## src/rtl/idct4_row.sv

```systemverilog
// idct4_row: serial 4-point integer inverse transform for the JPEG decode path.
// Collects one row of four signed coefficients, recombines them through an
// even/odd butterfly in a single CALC cycle, then streams four samples out.
// Optional build macro IDCT4_PIXEL_CLAMP_EN: level-shift each sample by +128
// and clamp to an unsigned 8-bit pixel before it is registered.
module idct4_row #(
    parameter int IN_W  = 12,
    parameter int OUT_W = IN_W + 3
) (
    input  logic                    clk,
    input  logic                    rst,
    input  logic                    in_valid,
    output logic                    in_ready,
    input  logic signed [IN_W-1:0]  in_data,
    output logic                    out_valid,
    input  logic                    out_ready,
    output logic signed [OUT_W-1:0] out_data,
    output logic                    out_last,
    output logic                    busy
);

    typedef enum logic [1:0] {
        LOAD = 2'd0,
        CALC = 2'd1,
        SEND = 2'd2
    } state_t;

    state_t r_state;
    state_t w_state_nxt;
    logic [1:0] r_cnt;
    logic [1:0] w_cnt_nxt;
    logic [1:0] r_ocnt;
    logic [1:0] w_ocnt_nxt;

    logic w_vld_p0;
    logic w_vld_p1;

    logic signed [IN_W-1:0]  r_c_p0 [4];
    logic signed [OUT_W-1:0] r_x_p1 [4];

    logic signed [OUT_W-1:0] w_c  [4];
    logic signed [OUT_W-1:0] w_e  [4];
    logic signed [OUT_W-1:0] w_x  [4];
    logic signed [OUT_W-1:0] w_y  [4];

    // Widen a coefficient to the output width, preserving its sign.
    function automatic logic signed [OUT_W-1:0] sext(input logic signed [IN_W-1:0] v);
        return OUT_W'(v);
    endfunction

`ifdef IDCT4_PIXEL_CLAMP_EN
    localparam logic signed [OUT_W-1:0] PIX_OFS = OUT_W'(128);
    localparam logic signed [OUT_W-1:0] PIX_MAX = OUT_W'(255);

    // Level shift into the pixel domain and saturate to [0,255].
    function automatic logic signed [OUT_W-1:0] pix_clamp(input logic signed [OUT_W-1:0] x);
        logic signed [OUT_W-1:0] y;
        y = x + PIX_OFS;
        if (y < 0)
            return '0;
        else if (y > PIX_MAX)
            return PIX_MAX;
        else
            return y;
    endfunction
`endif

    assign w_vld_p0  = in_valid && in_ready;
    assign w_vld_p1  = out_valid && out_ready;

    assign in_ready  = (r_state == LOAD);
    assign out_valid = (r_state == SEND);
    assign out_data  = out_valid ? r_x_p1[r_ocnt] : '0;
    assign out_last  = out_valid && (r_ocnt == 2'd3);
    assign busy      = (r_state != LOAD) || (r_cnt != 2'd0);

    // Butterfly recombination of the buffered row; >>> floors toward -inf.
    always_comb begin
        for (int i = 0; i < 4; i++) begin
            w_c[i] = sext(r_c_p0[i]);
        end
        w_e[0] = w_c[0] + w_c[2];
        w_e[1] = w_c[0] - w_c[2];
        w_e[2] = (w_c[1] >>> 1) - w_c[3];
        w_e[3] = w_c[1] + (w_c[3] >>> 1);
        w_x[0] = w_e[0] + w_e[3];
        w_x[1] = w_e[1] + w_e[2];
        w_x[2] = w_e[1] - w_e[2];
        w_x[3] = w_e[0] - w_e[3];
        for (int i = 0; i < 4; i++) begin
`ifdef IDCT4_PIXEL_CLAMP_EN
            w_y[i] = pix_clamp(w_x[i]);
`else
            w_y[i] = w_x[i];
`endif
        end
    end

    // Next-state and counter logic for the LOAD -> CALC -> SEND cycle.
    always_comb begin
        w_state_nxt = r_state;
        w_cnt_nxt   = r_cnt;
        w_ocnt_nxt  = r_ocnt;
        case (r_state)
            LOAD: begin
                if (w_vld_p0) begin
                    w_cnt_nxt = r_cnt + 2'd1;
                    if (r_cnt == 2'd3) begin
                        w_cnt_nxt   = 2'd0;
                        w_state_nxt = CALC;
                    end
                end
            end
            CALC: begin
                w_state_nxt = SEND;
            end
            SEND: begin
                if (w_vld_p1) begin
                    w_ocnt_nxt = r_ocnt + 2'd1;
                    if (r_ocnt == 2'd3) begin
                        w_ocnt_nxt  = 2'd0;
                        w_state_nxt = LOAD;
                    end
                end
            end
            default: begin
                w_state_nxt = LOAD;
                w_cnt_nxt   = 2'd0;
                w_ocnt_nxt  = 2'd0;
            end
        endcase
    end

    // Control registers; reset drops any partial row or pending output.
    always_ff @(posedge clk) begin
        if (rst) begin
            r_state <= LOAD;
            r_cnt   <= 2'd0;
            r_ocnt  <= 2'd0;
        end else begin
            r_state <= w_state_nxt;
            r_cnt   <= w_cnt_nxt;
            r_ocnt  <= w_ocnt_nxt;
        end
    end

    // Stage p0: coefficient capture into the row buffer.
    always_ff @(posedge clk) begin
        if (w_vld_p0) begin
            r_c_p0[r_cnt] <= in_data;
        end
    end

    // Stage p1: transform results, registered during the CALC cycle.
    always_ff @(posedge clk) begin
        if (r_state == CALC) begin
            for (int i = 0; i < 4; i++) begin
                r_x_p1[i] <= w_y[i];
            end
        end
    end

endmodule

```

## config.mk

```make
export PLATFORM = sky130hd
export DESIGN_NAME = idct4_row
export DESIGN_NICKNAME = d
export VERILOG_FILES = /design/src/rtl/idct4_row.sv
export SDC_FILE = /design/constraint.sdc
export NUM_CORES = 1
export LEC_CHECK = 0
export BUFFER_PORTS_ARGS = -buffer_cell sky130_fd_sc_hd__buf_2
export CORE_ASPECT_RATIO = 0.7
export CORE_MARGIN = 1.5
export CORE_UTILIZATION = 25
export CTS_BUF_LIST = sky130_fd_sc_hd__clkbuf_16
export DETAILED_ROUTE_END_ITERATION = 10
export GPL_TIMING_DRIVEN = 0
export SYNTH_ARGS = -nofsm -noshare
export SYNTH_HDL_FRONTEND = slang
export SYNTH_SLANG_ARGS = --single-unit
```

## constraint.sdc

```tcl
create_clock -name clk -period 8.2 [get_ports clk]
set_clock_uncertainty 0.1 [all_clocks]
set_input_delay 1.23 -clock clk [delete_from_list [all_inputs] [get_ports clk]]
set_output_delay 1.23 -clock clk [all_outputs]
set_load 0.01 [all_outputs]
```

==> run_results.csv <==
group,metric,value,unit
place,gpl.final_weighted_congestion,0.8597,
sta,timing_max_transition_violations_final,0,
hold_path,worst_hold_path.num_cells,2,
synthesis,netlist.area_leader.share,35.01,%
outcome,run_status,"complete, no violations",
grt,globalRouteMet2Util,15.88,%
synthesis,postSynthCellCount,872,
grt,via_count_of_the_first_global_routing_pass,6034,
clocking,numCtsBuffers,9,
synthesis,synth_area_leaders,"sky130_fd_sc_hd__edfxtp_1 (35%), sky130_fd_sc_hd__ha_1 (15%), sky130_fd_sc_hd__xnor2_1 (5.5%), sky130_fd_sc_hd__inv_1 (4.2%), sky130_fd_sc_hd__mux4_2 (3.3%)",
setup_path,critPathKind,"flip-flop to flip-flop",
sta,fin_setup_tns,0,ns
sta,hold_violations,0,
sta,grt_setup_unrepaired,"false",
drt,drt-total-wl,19.36,mm
synthesis,yosysUniqueCellTypes,76,
die,die_width,226.6,um
clocking,clkTransAtPathRegs,0.07,ns
place,port-buffer-count,34,
grt,pin_count_of_the_biggest_net_entering_global_routing,44,
clocking,cts_h_tree_depth,3,
synthesis,synth_enable_flop_cells,102,
drt,first_iter_violations,554,
die,die_h,159.5,um
sta,setup_viol,0,
setup_path,worst-path-max-fanout,10,
sta,finalCritPeriodShare,56.15,%
sta,max_clock_freq,217.2,MHz
power_and_ir_drop,power_density_relative_to_cell_area,182.5,mW/mm2
clocking,number_of_clock_sinks_seen_by_cts,110,
clocking,post_cts_resized,0,
synthesis,synth.largest_area_cell,"sky130_fd_sc_hd__edfxtp_1",
grt,grt_use_met1,16.64,%
setup_path,rr_worst_depth,17,
synthesis,syn-cell-area,0.008750,mm2
synthesis,synth-seq-cells,110,
sta,worst_slew_margin_rel,54.67,%
drt,route.detailed.vias_per_inst,4.513,
clocking,postCtsSetupRepairBufs,0,
die,initial_cell_density_of_the_core,25.30,%
grt,grt-busiest-layer,"met1",
drt,drt-pass1-iter-count,5,
finish,multi_input_logic_area,0.005015,mm2
finish,regArea,0.003223,mm2
grt,wire_length_of_the_first_global_routing_pass,31.01,mm
clocking,cts_hold_buf,0,
clocking,cts-root-to-sink-buffers,2,
drt,final_antenna_net_count,0,
drt,routed-via-count,6296,
synthesis,top_flip_flop_cell_by_instance_count_after_synthesis,"sky130_fd_sc_hd__edfxtp_1",
grt,globalRouteMet3Util,1.679,%
synthesis,fraction_of_registers_with_async_set_reset,0,%
synthesis,synth.most_common_cell,"sky130_fd_sc_hd__ha_1",
finish,drive_gt1_share,10.18,%
grt,grt_antenna_before_repair,0,
job,max_cap_violations,0,
finish,antenna_cells,0,
synthesis,yosys_warnings,0,
setup_path,timing.critical_path.required,8.20,ns
power_and_ir_drop,power_leakage,3.947,nW
die,ioPinCount,35,
setup_path,worstPathArrival,4.60,ns
synthesis,yosys-top-cells-count,"sky130_fd_sc_hd__ha_1 (108), sky130_fd_sc_hd__edfxtp_1 (102), sky130_fd_sc_hd__inv_1 (97), sky130_fd_sc_hd__nor2_1 (72), sky130_fd_sc_hd__a21oi_1 (58)",
synthesis,synth.yosys.seq_area_share,36.84,%
grt,groute.usage.overall,10.90,%
power_and_ir_drop,ir_drop,0.08439,mV
synthesis,syn_avg_cell_area,10.03,um2
finish,n_fill_cell,3589,
sta,fin_worst_hold_slack,0.4034,ns
synthesis,syn-num-nets,1004,
setup_path,critPathLaunchType,"flip-flop",
die,core_area,0.03459,mm2
finish,syn2layout_area_growth,12.73,%
hold_path,worstHoldPathType,"flip-flop to flip-flop",
finish,final_nets,1050,
drt,drcViolationCount,0,
clocking,clk_latency,0.36,ns
sta,worst_pin_slew,0.6729,ns
clocking,tritoncts,"built",
place,detailed_place_hpwl,16.04,mm
setup_path,kind_of_capture_point_of_the_worst_setup_path,"flip-flop",
clocking,cts_root_buffer,"sky130_fd_sc_hd__clkbuf_16",
die,full_die_area,0.03615,mm2
setup_path,r2r_setup_slack,3.60,ns
drt,drt-wirelength-per-cell,13.88,um
die,core.rowCount,57,
grt,grt_overflow,0,
sta,timing.final.crit_period,4.604,ns
worst max-delay path: stages, from the launching register on:
cell,delay (ns)
sky130_fd_sc_hd__edfxtp_1,0.39
sky130_fd_sc_hd__inv_1,0.11
sky130_fd_sc_hd__ha_1,0.20
sky130_fd_sc_hd__fa_1,0.23
sky130_fd_sc_hd__nor2b_1,0.06
sky130_fd_sc_hd__o21ai_0,0.22
sky130_fd_sc_hd__a21oi_1,0.15
sky130_fd_sc_hd__o41ai_2,0.45
sky130_fd_sc_hd__mux2_2,0.42
sky130_fd_sc_hd__or2_2,0.30
sky130_fd_sc_hd__ha_1,0.29
sky130_fd_sc_hd__clkbuf_1,0.40
sky130_fd_sc_hd__nand2_1,0.16
sky130_fd_sc_hd__nor2_1,0.23
sky130_fd_sc_hd__nand3_1,0.10
sky130_fd_sc_hd__o21ai_0,0.24
sky130_fd_sc_hd__a21oi_1,0.14
sky130_fd_sc_hd__xnor2_1,0.15
power breakdown:
part,leakage [nW],switching (W),internal (W)
logic,2.80,0.000399,0.000253
registers,0.992,0.00000660,0.000666
clock network,0.158,0.000204,0.000272
logic make-up after synthesis:
| group | synth area share [%] |
|---|---|
| flip-flops | 36.84 |
| AO/OA/AOI/OAI | 15.04 |
| multiplexers | 4.061 |
| XOR/XNOR | 7.608 |
| AND/OR/NAND/NOR | 13.30 |
| buffers and inverters | 5.877 |
| adder cells (fa/ha/maj) | 17.27 |
per-stage QoR:
step	util (%)	cells	total power, W	instance area [um2]	setup slack (ns)
2_1_floorplan	-	872	0.001164	8750	4.392
3_3_place_gp	27.50	1378	0.001317	9510	3.805
3_5_place_dp	27.56	1379	0.001327	9533	3.743
4_1_cts	28.52	1395	0.001807	9863	3.705
5_1_grt	28.52	1395	0.001904	9863	3.413
6_report	28.52	1395	0.001800	9863	3.596
path summary, 6_finish.rpt:
check	from	endpoint
setup / recovery	r_c_p0[1][1]	r_x_p1[1][12]
setup reg to reg	r_c_p0[1][1]	r_x_p1[1][12]
hold reg to reg	r_state[0]	r_state[0]
hold / removal	r_state[0]	r_state[0]
flip-flops by register name, summed over array words and instances, names as in the netlist, named ones only:
signal   flops
r_x_p1      54
r_c_p0      48
r_cnt        2
r_ocnt       2
r_state      2
routing by layer:
metal	vias to the layer above	part of all wire, %
met1	2954	55
met4	0	1.1
li1	3194	-
met5	-	0
met2	134	40
met3	14	4.1
placed cells by master (no fill, tap or decap), types with 5 or more instances in the layout:
master	n
sky130_fd_sc_hd__a31oi_1	9
sky130_fd_sc_hd__nand2_1	33
sky130_fd_sc_hd__o21a_1	5
sky130_fd_sc_hd__clkbuf_1	20
sky130_fd_sc_hd__or3_1	6
sky130_fd_sc_hd__nor2_1	72
sky130_fd_sc_hd__xnor2_1	55
sky130_fd_sc_hd__inv_1	97
sky130_fd_sc_hd__nand3_1	12
sky130_fd_sc_hd__nand2b_1	18
sky130_fd_sc_hd__edfxtp_1	102
sky130_fd_sc_hd__a21oi_1	58
sky130_fd_sc_hd__clkbuf_16	9
sky130_fd_sc_hd__o21ai_0	36
sky130_fd_sc_hd__nor2b_1	18
sky130_fd_sc_hd__nor4_1	6
sky130_fd_sc_hd__nor3_1	22
sky130_fd_sc_hd__dfxtp_1	8
sky130_fd_sc_hd__mux4_2	13
sky130_fd_sc_hd__and2_1	14
sky130_fd_sc_hd__buf_2	40
sky130_fd_sc_hd__a21o_1	15
sky130_fd_sc_hd__ha_1	107
sky130_fd_sc_hd__o21bai_1	9
sky130_fd_sc_hd__fa_1	8
sky130_fd_sc_hd__xor2_1	21
sky130_fd_sc_hd__and3_1	8
layout make-up:
class / instances / area share (%)
clock buffers: 9 / 2.283
plain buffers: 32 / 1.522
multi-input cells: 633 / 50.84
well taps: 472 / 5.988
flip-flops and latches: 110 / 32.68
inverters: 97 / 3.691
repair buffers: 35 / 1.928
clock inverters: 7 / 1.066
(Power assumes the default switching activity.)
